[src/rtl/match_pkg.sv]
// Shared defaults and types for the match stage: table geometry, FSM state
// encoding and the layout of one match table entry.
package match_pkg;

    localparam int DEF_KEY_W   = 32;
    localparam int DEF_ENTRIES = 16;
    localparam int DEF_ACT_W   = 8;

    typedef enum logic [1:0] {
        IDLE   = 2'd0,
        SEARCH = 2'd1,
        RESULT = 2'd2
    } state_e;

    typedef struct packed {
        logic                 en;
        logic [DEF_KEY_W-1:0] key;
        logic [DEF_ACT_W-1:0] action;
    } entry_t;

endpackage

[src/rtl/match_if.sv]
// Key handshake from the parser and result handshake to the action stage.
// The match stage sits on the slave modport.
interface match_if #(
    parameter int KEY_W = match_pkg::DEF_KEY_W,
    parameter int ACT_W = match_pkg::DEF_ACT_W
);
    logic             in_valid;
    logic             in_ready;
    logic [KEY_W-1:0] in_key;
    logic [15:0]      in_pkt_id;

    logic             out_valid;
    logic             out_ready;
    logic [15:0]      out_pkt_id;
    logic             out_hit;
    logic [ACT_W-1:0] out_action_idx;

    modport master (
        output in_valid, in_key, in_pkt_id, out_ready,
        input  in_ready, out_valid, out_pkt_id, out_hit, out_action_idx
    );

    modport slave (
        input  in_valid, in_key, in_pkt_id, out_ready,
        output in_ready, out_valid, out_pkt_id, out_hit, out_action_idx
    );
endinterface

[src/rtl/match_table.sv]
// Match table storage: one write port from the register block and one
// combinational indexed read used by the scanning FSM.
module match_table
    import match_pkg::*;
#(
    parameter  int KEY_W   = DEF_KEY_W,
    parameter  int ENTRIES = DEF_ENTRIES,
    parameter  int ACT_W   = DEF_ACT_W,
    localparam int IDX_W   = $clog2(ENTRIES)
) (
    input  logic             clk,
    input  logic             rst,
    input  logic             cfg_we,
    input  logic [IDX_W-1:0] cfg_addr,
    input  logic [KEY_W-1:0] cfg_key,
    input  logic [ACT_W-1:0] cfg_action,
    input  logic             cfg_en,
    input  logic [IDX_W-1:0] rd_idx,
    output logic             rd_en,
    output logic [KEY_W-1:0] rd_key,
    output logic [ACT_W-1:0] rd_action
);

    logic [ENTRIES-1:0] en_q;
    logic [KEY_W-1:0]   key_q    [ENTRIES];
    logic [ACT_W-1:0]   action_q [ENTRIES];

    always_ff @(posedge clk) begin
        if (rst) begin
            en_q <= '0;
        end else if (cfg_we) begin
            en_q[cfg_addr] <= cfg_en;
        end
    end

    // NOTE: key/action storage has no reset; a cleared enable bit already
    // hides stale contents, and leaving it out keeps this a plain RAM.
    always_ff @(posedge clk) begin
        if (cfg_we) begin
            key_q[cfg_addr]    <= cfg_key;
            action_q[cfg_addr] <= cfg_action;
        end
    end

    // Reads see pre-edge contents, so a compare racing a write uses old data.
    assign rd_en     = en_q[rd_idx];
    assign rd_key    = key_q[rd_idx];
    assign rd_action = action_q[rd_idx];

endmodule

[src/rtl/match_stage.sv]
// Sequential exact-match lookup: scans the table one entry per cycle, lowest
// matching index wins, and holds the result until the action stage takes it.
module match_stage
    import match_pkg::*;
#(
    parameter  int KEY_W   = DEF_KEY_W,
    parameter  int ENTRIES = DEF_ENTRIES,
    parameter  int ACT_W   = DEF_ACT_W,
    localparam int IDX_W   = $clog2(ENTRIES)
) (
    input  logic             clk,
    input  logic             rst,
    match_if.slave           bus,
    input  logic             cfg_we,
    input  logic [IDX_W-1:0] cfg_addr,
    input  logic [KEY_W-1:0] cfg_key,
    input  logic [ACT_W-1:0] cfg_action,
    input  logic             cfg_en,
    input  logic [ACT_W-1:0] def_action,
    input  logic             cnt_clr,
    output logic [31:0]      hit_cnt,
    output logic [31:0]      miss_cnt
);

    localparam logic [IDX_W-1:0] LAST_IDX = IDX_W'(ENTRIES - 1);

    state_e           state_q, state_d;
    logic [IDX_W-1:0] idx_q, idx_d;
    logic [KEY_W-1:0] key_q, key_d;
    logic [15:0]      pkt_q, pkt_d;
    logic             out_hit_q, out_hit_d;
    logic [ACT_W-1:0] out_action_q, out_action_d;
    logic [15:0]      out_pkt_q, out_pkt_d;
    logic [31:0]      hit_cnt_q, hit_cnt_d;
    logic [31:0]      miss_cnt_q, miss_cnt_d;

    logic             rd_en;
    logic [KEY_W-1:0] rd_key;
    logic [ACT_W-1:0] rd_action;
    logic             out_hs;

    match_table #(
        .KEY_W   (KEY_W),
        .ENTRIES (ENTRIES),
        .ACT_W   (ACT_W)
    ) u_table (
        .clk        (clk),
        .rst        (rst),
        .cfg_we     (cfg_we),
        .cfg_addr   (cfg_addr),
        .cfg_key    (cfg_key),
        .cfg_action (cfg_action),
        .cfg_en     (cfg_en),
        .rd_idx     (idx_q),
        .rd_en      (rd_en),
        .rd_key     (rd_key),
        .rd_action  (rd_action)
    );

    assign bus.in_ready       = (state_q == IDLE);
    assign bus.out_valid      = (state_q == RESULT);
    assign bus.out_hit        = out_hit_q;
    assign bus.out_action_idx = out_action_q;
    assign bus.out_pkt_id     = out_pkt_q;
    assign out_hs             = bus.out_valid && bus.out_ready;

    // NOTE: every next-state signal gets its hold value first so no path
    // through the case statement can infer a latch.
    always_comb begin
        state_d      = state_q;
        idx_d        = idx_q;
        key_d        = key_q;
        pkt_d        = pkt_q;
        out_hit_d    = out_hit_q;
        out_action_d = out_action_q;
        out_pkt_d    = out_pkt_q;

        case (state_q)
            IDLE: begin
                if (bus.in_valid) begin
                    key_d   = bus.in_key;
                    pkt_d   = bus.in_pkt_id;
                    idx_d   = '0;
                    state_d = SEARCH;
                end
            end
            SEARCH: begin
                if (rd_en && (rd_key == key_q)) begin
                    out_hit_d    = 1'b1;
                    out_action_d = rd_action;
                    out_pkt_d    = pkt_q;
                    state_d      = RESULT;
                end else if (idx_q == LAST_IDX) begin
                    out_hit_d    = 1'b0;
                    out_action_d = def_action;
                    out_pkt_d    = pkt_q;
                    state_d      = RESULT;
                end else begin
                    idx_d = idx_q + IDX_W'(1);
                end
            end
            RESULT: begin
                if (bus.out_ready) begin
                    state_d = IDLE;
                end
            end
            default: state_d = IDLE;
        endcase
    end

    // Clear has priority over a same-cycle increment; both counters saturate.
    always_comb begin
        hit_cnt_d  = hit_cnt_q;
        miss_cnt_d = miss_cnt_q;
        if (cnt_clr) begin
            hit_cnt_d  = '0;
            miss_cnt_d = '0;
        end else if (out_hs) begin
            if (out_hit_q && (hit_cnt_q != '1)) begin
                hit_cnt_d = hit_cnt_q + 32'd1;
            end
            if (!out_hit_q && (miss_cnt_q != '1)) begin
                miss_cnt_d = miss_cnt_q + 32'd1;
            end
        end
    end

    // NOTE: registers update with non-blocking assignments so every flop
    // samples the pre-edge value of its neighbours.
    always_ff @(posedge clk) begin
        if (rst) begin
            state_q      <= IDLE;
            idx_q        <= '0;
            key_q        <= '0;
            pkt_q        <= '0;
            out_hit_q    <= 1'b0;
            out_action_q <= '0;
            out_pkt_q    <= '0;
            hit_cnt_q    <= '0;
            miss_cnt_q   <= '0;
        end else begin
            state_q      <= state_d;
            idx_q        <= idx_d;
            key_q        <= key_d;
            pkt_q        <= pkt_d;
            out_hit_q    <= out_hit_d;
            out_action_q <= out_action_d;
            out_pkt_q    <= out_pkt_d;
            hit_cnt_q    <= hit_cnt_d;
            miss_cnt_q   <= miss_cnt_d;
        end
    end

    assign hit_cnt  = hit_cnt_q;
    assign miss_cnt = miss_cnt_q;

endmodule

[src/flat_wrapper.sv]
// flat-port wrapper written by rule: the top's interface ports become plain ports
module match_stage_flat import match_pkg::*;
#(
    parameter  int KEY_W   = DEF_KEY_W,
    parameter  int ENTRIES = DEF_ENTRIES,
    parameter  int ACT_W   = DEF_ACT_W,
    localparam int IDX_W   = $clog2(ENTRIES)
)
  (clk, rst, cfg_we, cfg_addr, cfg_key, cfg_action, cfg_en, def_action, cnt_clr, hit_cnt, miss_cnt, bus_in_valid, bus_in_key, bus_in_pkt_id, bus_out_ready, bus_in_ready, bus_out_valid, bus_out_pkt_id, bus_out_hit, bus_out_action_idx);
  match_if #(.KEY_W(KEY_W), .ACT_W(ACT_W)) bus_i ();
  input  logic clk;
  input  logic rst;
  input  logic cfg_we;
  input  logic [IDX_W-1:0] cfg_addr;
  input  logic [KEY_W-1:0] cfg_key;
  input  logic [ACT_W-1:0] cfg_action;
  input  logic cfg_en;
  input  logic [ACT_W-1:0] def_action;
  input  logic cnt_clr;
  output logic [31:0] hit_cnt;
  output logic [31:0] miss_cnt;
  input wire logic [$bits(bus_i.in_valid)-1:0] bus_in_valid;
  input wire logic [$bits(bus_i.in_key)-1:0] bus_in_key;
  input wire logic [$bits(bus_i.in_pkt_id)-1:0] bus_in_pkt_id;
  input wire logic [$bits(bus_i.out_ready)-1:0] bus_out_ready;
  output wire logic [$bits(bus_i.in_ready)-1:0] bus_in_ready;
  output wire logic [$bits(bus_i.out_valid)-1:0] bus_out_valid;
  output wire logic [$bits(bus_i.out_pkt_id)-1:0] bus_out_pkt_id;
  output wire logic [$bits(bus_i.out_hit)-1:0] bus_out_hit;
  output wire logic [$bits(bus_i.out_action_idx)-1:0] bus_out_action_idx;
  assign bus_i.in_valid = bus_in_valid;
  assign bus_i.in_key = bus_in_key;
  assign bus_i.in_pkt_id = bus_in_pkt_id;
  assign bus_i.out_ready = bus_out_ready;
  assign bus_in_ready = bus_i.in_ready;
  assign bus_out_valid = bus_i.out_valid;
  assign bus_out_pkt_id = bus_i.out_pkt_id;
  assign bus_out_hit = bus_i.out_hit;
  assign bus_out_action_idx = bus_i.out_action_idx;
  match_stage #(.KEY_W(KEY_W), .ENTRIES(ENTRIES), .ACT_W(ACT_W)) u_core (.clk(clk), .rst(rst), .bus(bus_i), .cfg_we(cfg_we), .cfg_addr(cfg_addr), .cfg_key(cfg_key), .cfg_action(cfg_action), .cfg_en(cfg_en), .def_action(def_action), .cnt_clr(cnt_clr), .hit_cnt(hit_cnt), .miss_cnt(miss_cnt));
endmodule
[config.mk]
export PLATFORM = sky130hd
export DESIGN_NAME = match_stage_flat
export DESIGN_NICKNAME = d
export VERILOG_FILES = /design/src/rtl/match_pkg.sv /design/src/rtl/match_if.sv /design/src/rtl/match_table.sv /design/src/rtl/match_stage.sv /design/src/flat_wrapper.sv
export SDC_FILE = /design/constraint.sdc
export NUM_CORES = 1
export LEC_CHECK = 0
export CORE_MARGIN = 3
export CORE_UTILIZATION = 64
export CTS_CLUSTER_SIZE = 30
export DETAILED_ROUTE_END_ITERATION = 8
export PLACE_DENSITY_LB_ADDON = 0.15
export SLEW_MARGIN = 10
export SYNTH_ARGS = -nofsm -noshare
export SYNTH_HDL_FRONTEND = slang
export SYNTH_SLANG_ARGS = --single-unit
export TNS_END_PERCENT = 30
[constraint.sdc]
create_clock -name clk -period 12.49 [get_ports clk]
set_clock_uncertainty 0.05 [all_clocks]
set_input_delay 1.8735 -clock clk [delete_from_list [all_inputs] [get_ports clk]]
set_output_delay 1.8735 -clock clk [all_outputs]
set_load 0.02 [all_outputs]
==> reports/metrics.csv <==
metric,value,unit
globalRouteOverflowTotal,0,
critical_path.max_fanout,66,
synth-seq-area-share,70.3,%
clk_root_buffer_cell,sky130_fd_sc_hd__clkbuf_16,
ys_warn_count,0,
cellPowerDensity,153,nW/um^2
cts.repair.resized,0,
synth.avg_cell_area,16.3,um^2
antenna_violations_before_repair,5,
leakage_power_figure,11.7,nW
cts-buffers-inserted,80,
drt_first_iter_violations,2288,
synth_enable_flop_cells,640,
worst_skew_pair.late_latency,630,ps
fmaxAchievable,185,MHz
worstSetupStartpointType,flop,
num_rows,81,
maximum_number_of_pins_on_one_net_before_global_route_repair,73,
totalNegativeSetupSlack,0,ps
final_min_period_over_clock_period,43.2,%
worstSetupPathType,flop to flop,
post_synth_inst_count,1963,
grt_first_pass_wirelength,118000,um
tightest_pin_transition,1160,ps
p_total,5.69,mW
maxCapViolations,0,
die_width,230,um
num-nets-final,2287,
post_layout_nonfiller_instances,2908,
synthesis.nets,2073,
reg2reg_to,u_core.bus.out_pkt_id[0],
drt_via_density,6.44,
initial_core_utilization,65.1,%
hold_class,flop to flop,
io_buffers,197,
final_number_of_hold_violating_endpoints,0,
final_antenna_net_count,0,
finalMaxSlewViolations,0,
finalWirelength,78300,um
finalWeightedCongestion,0.800,
postSynth.topFlopCell,sky130_fd_sc_hd__edfxtp_1,
worst-r2r-cell-count,13,
setup_repair_after_global_routing_missed_its_margin,no,
setup.worst_path.end_class,flop,
synth_cell_type_count,71,
max-slew-margin-rel,22.4,%
fp.dieH,230,um
cts_max_path_buffers,3,
cts_tree,yes,
worst_hold_path.endpoint,u_core.pkt_q[12],
drt_drc_violations_left,0,
regToRegSetupSlack,7100,ps
final_number_of_setup_violating_endpoints,0,
hold_path_startpoint,u_core.pkt_q[12],
synthesis.area,32000,um^2
die-area,52700,um^2
dpl.hpwl,44000,um
core-area,49200,um^2
fin_hold_ws,407,ps
hold_path_depth,2,
clkSinkCount,803,
dp_cells,2759,
detailroute.via_count,18700,
run_status,"finished, final reports clean",
htree_levels,3,
synth-seq-cells,803,
cts_clk_pin_slew_worst_paths,60,ps
global_route.usage.total,30.1,%
post-cts-setup-buffers,0,
vdd_ir_drop_max,0.135,mV
grt_pass1_vias,18800,
synthArstFlopShare,0,%
routedWlPerCell,26.9,um
io_pins,198,
length_of_the_first_detailed_routing_pass_in_iterations,6,
min_clock_period_post_route,5390,ps
ctsHoldBuffers,0,
data_arrival_critical_path,5800,ps
share_of_cells_above_drive_strength_1,16.0,%
data_required_time_at_the_worst_endpoint,12900,ps
area.growth.synth_to_final,16.4,%
## cell usage after synthesis (7+ instances only)
cell type                  instances  area [um^2]
sky130_fd_sc_hd__edfxtp_1        640        19200
sky130_fd_sc_hd__dfxtp_1         163         3260
sky130_fd_sc_hd__nand2_1         152          571
sky130_fd_sc_hd__nor2_1          139          522
sky130_fd_sc_hd__mux4_2          138         3110
sky130_fd_sc_hd__mux2i_1         104         1040
sky130_fd_sc_hd__a21oi_1          92          460
sky130_fd_sc_hd__xnor2_1          47          412
sky130_fd_sc_hd__xor2_1           41          359
sky130_fd_sc_hd__clkbuf_1         34          128
sky130_fd_sc_hd__nand3_1          32          160
sky130_fd_sc_hd__o21ai_0          32          160
sky130_fd_sc_hd__mux2_2           28          315
sky130_fd_sc_hd__buf_2            27          135
sky130_fd_sc_hd__nor3_1           21          105
sky130_fd_sc_hd__inv_1            18         67.6
sky130_fd_sc_hd__o22ai_1          17          106
sky130_fd_sc_hd__nand4_1          16          100
sky130_fd_sc_hd__buf_1            15         56.3
sky130_fd_sc_hd__nor2b_1          15         93.8
sky130_fd_sc_hd__or3_1            14         87.6
sky130_fd_sc_hd__buf_4            13         97.6
sky130_fd_sc_hd__nand2b_1         12         75.1
sky130_fd_sc_hd__and3_1           11         68.8
sky130_fd_sc_hd__a211oi_1          9         67.6
sky130_fd_sc_hd__a221oi_1          9         78.8
sky130_fd_sc_hd__o21a_1            9         67.6
sky130_fd_sc_hd__a211oi_2          8          100
sky130_fd_sc_hd__and4_1            8         70.1
sky130_fd_sc_hd__a22oi_1           7         52.6
## cell families (layout without fill, tap and decap cells)
kind of cell | Yosys count | after routing | share of synthesized area (%)
multiplexers | 270 | 270 | 14.0
AND/OR/NAND/NOR | 449 | 449 | 6.47
flip-flops | 803 | 803 | 70.3
other | 0 | 2 | 0
AO/OA/AOI/OAI | 232 | 232 | 4.81
buffers and inverters | 118 | 397 | 1.94
adder cells (fa/ha/maj) | 3 | 3 | 0.117
XOR/XNOR | 88 | 88 | 2.41
## cell usage in the layout, fill, tap and decap left out, drive strengths merged, types with 11 or more instances in the layout
cell           instances
a211oi                17
a21oi                 92
and3                  11
buf                   34
clkbuf               110
clkdlybuf4s50        196
clkinv                25
dfxtp                163
edfxtp               640
inv                   23
mux2                  28
mux2i                104
mux4                 138
nand2                152
nand2b                12
nand3                 33
nand4                 16
nor2                 139
nor2b                 15
nor3                  22
o21ai                 32
o22ai                 17
or3                   14
xnor2                 47
xor2                  41
## routing by layer
metal | GRT usage, % | wire, um | up-vias
met5 | 0 | 57 | -
met4 | 11.3 | 2860 | 6
met3 | 6.33 | 7690 | 226
met2 | 48.5 | 38100 | 1048
met1 | 41.3 | 29600 | 9442
li1 | - | - | 8015
## stage by stage
stage / setup WS (ps) / utilization [%] / instance area, um^2
2_1_floorplan: 6580 / - / 32000
3_3_place_gp: 7240 / 70.4 / 34600
3_5_place_dp: 7080 / 70.4 / 34600
4_1_cts: 7060 / 75.7 / 37200
5_1_grt: 6720 / 75.7 / 37200
6_report: 7100 / 75.7 / 37200
## worst max path at each step
| stage | end | from |
|---|---|---|
| 4_1_cts | u_core.bus.out_pkt_id[0] | flop |
| 5_1_grt | u_core.bus.out_pkt_id[2] | flop |
| 3_3_place_gp | u_core.bus.out_pkt_id[8] | flop |
| 3_5_place_dp | u_core.bus.out_pkt_id[0] | flop |
| 2_1_floorplan | u_core.u_table.en_q[0] | cfg_addr[1] |
| 6_report | u_core.bus.out_pkt_id[0] | flop |
## layout make-up
class                      count  area [um^2]
clock buffer                 110         2200
sequential                   803        22500
timing repair buffer         230         2220
antenna                        2         5.00
tap                          664          831
inverter                      20         75.1
multi-input combinational   1042         9000
clock inverter                37          405
fill                        2808        11900
## power by group
part	switching, mW	internal, mW
clock	0.983	1.40
sequential	0.0356	2.94
combinational	0.191	0.142
## flip-flops by register name, summed over array words and instances (netlist names), named ones only
signal	flops
u_core.bus.out_action_idx	8
u_core.miss_cnt	32
u_core.u_table.key_q	512
u_core.key_q	32
u_core.bus.out_hit	1
u_core.u_table.action_q	128
u_core.idx_q	4
u_core.pkt_q	16
u_core.state_q	2
u_core.u_table.en_q	16
u_core.hit_cnt	32
u_core.bus.out_pkt_id	16
## critical path: stages (launching register included)
cell and delay (ps):
sky130_fd_sc_hd__dfxtp_4 580, sky130_fd_sc_hd__buf_4 670, sky130_fd_sc_hd__buf_4 860, sky130_fd_sc_hd__mux2_2 430
sky130_fd_sc_hd__o311ai_0 370, sky130_fd_sc_hd__nor3_1 110, sky130_fd_sc_hd__nor4b_1 400, sky130_fd_sc_hd__nand4_1 160
sky130_fd_sc_hd__nor4b_2 240, sky130_fd_sc_hd__nand4_1 330, sky130_fd_sc_hd__o31ai_4 320, sky130_fd_sc_hd__buf_4 350
sky130_fd_sc_hd__mux2i_1 230, sky130_fd_sc_hd__nor2_1 60
Note: power is estimated with default switching activity, not from simulation.
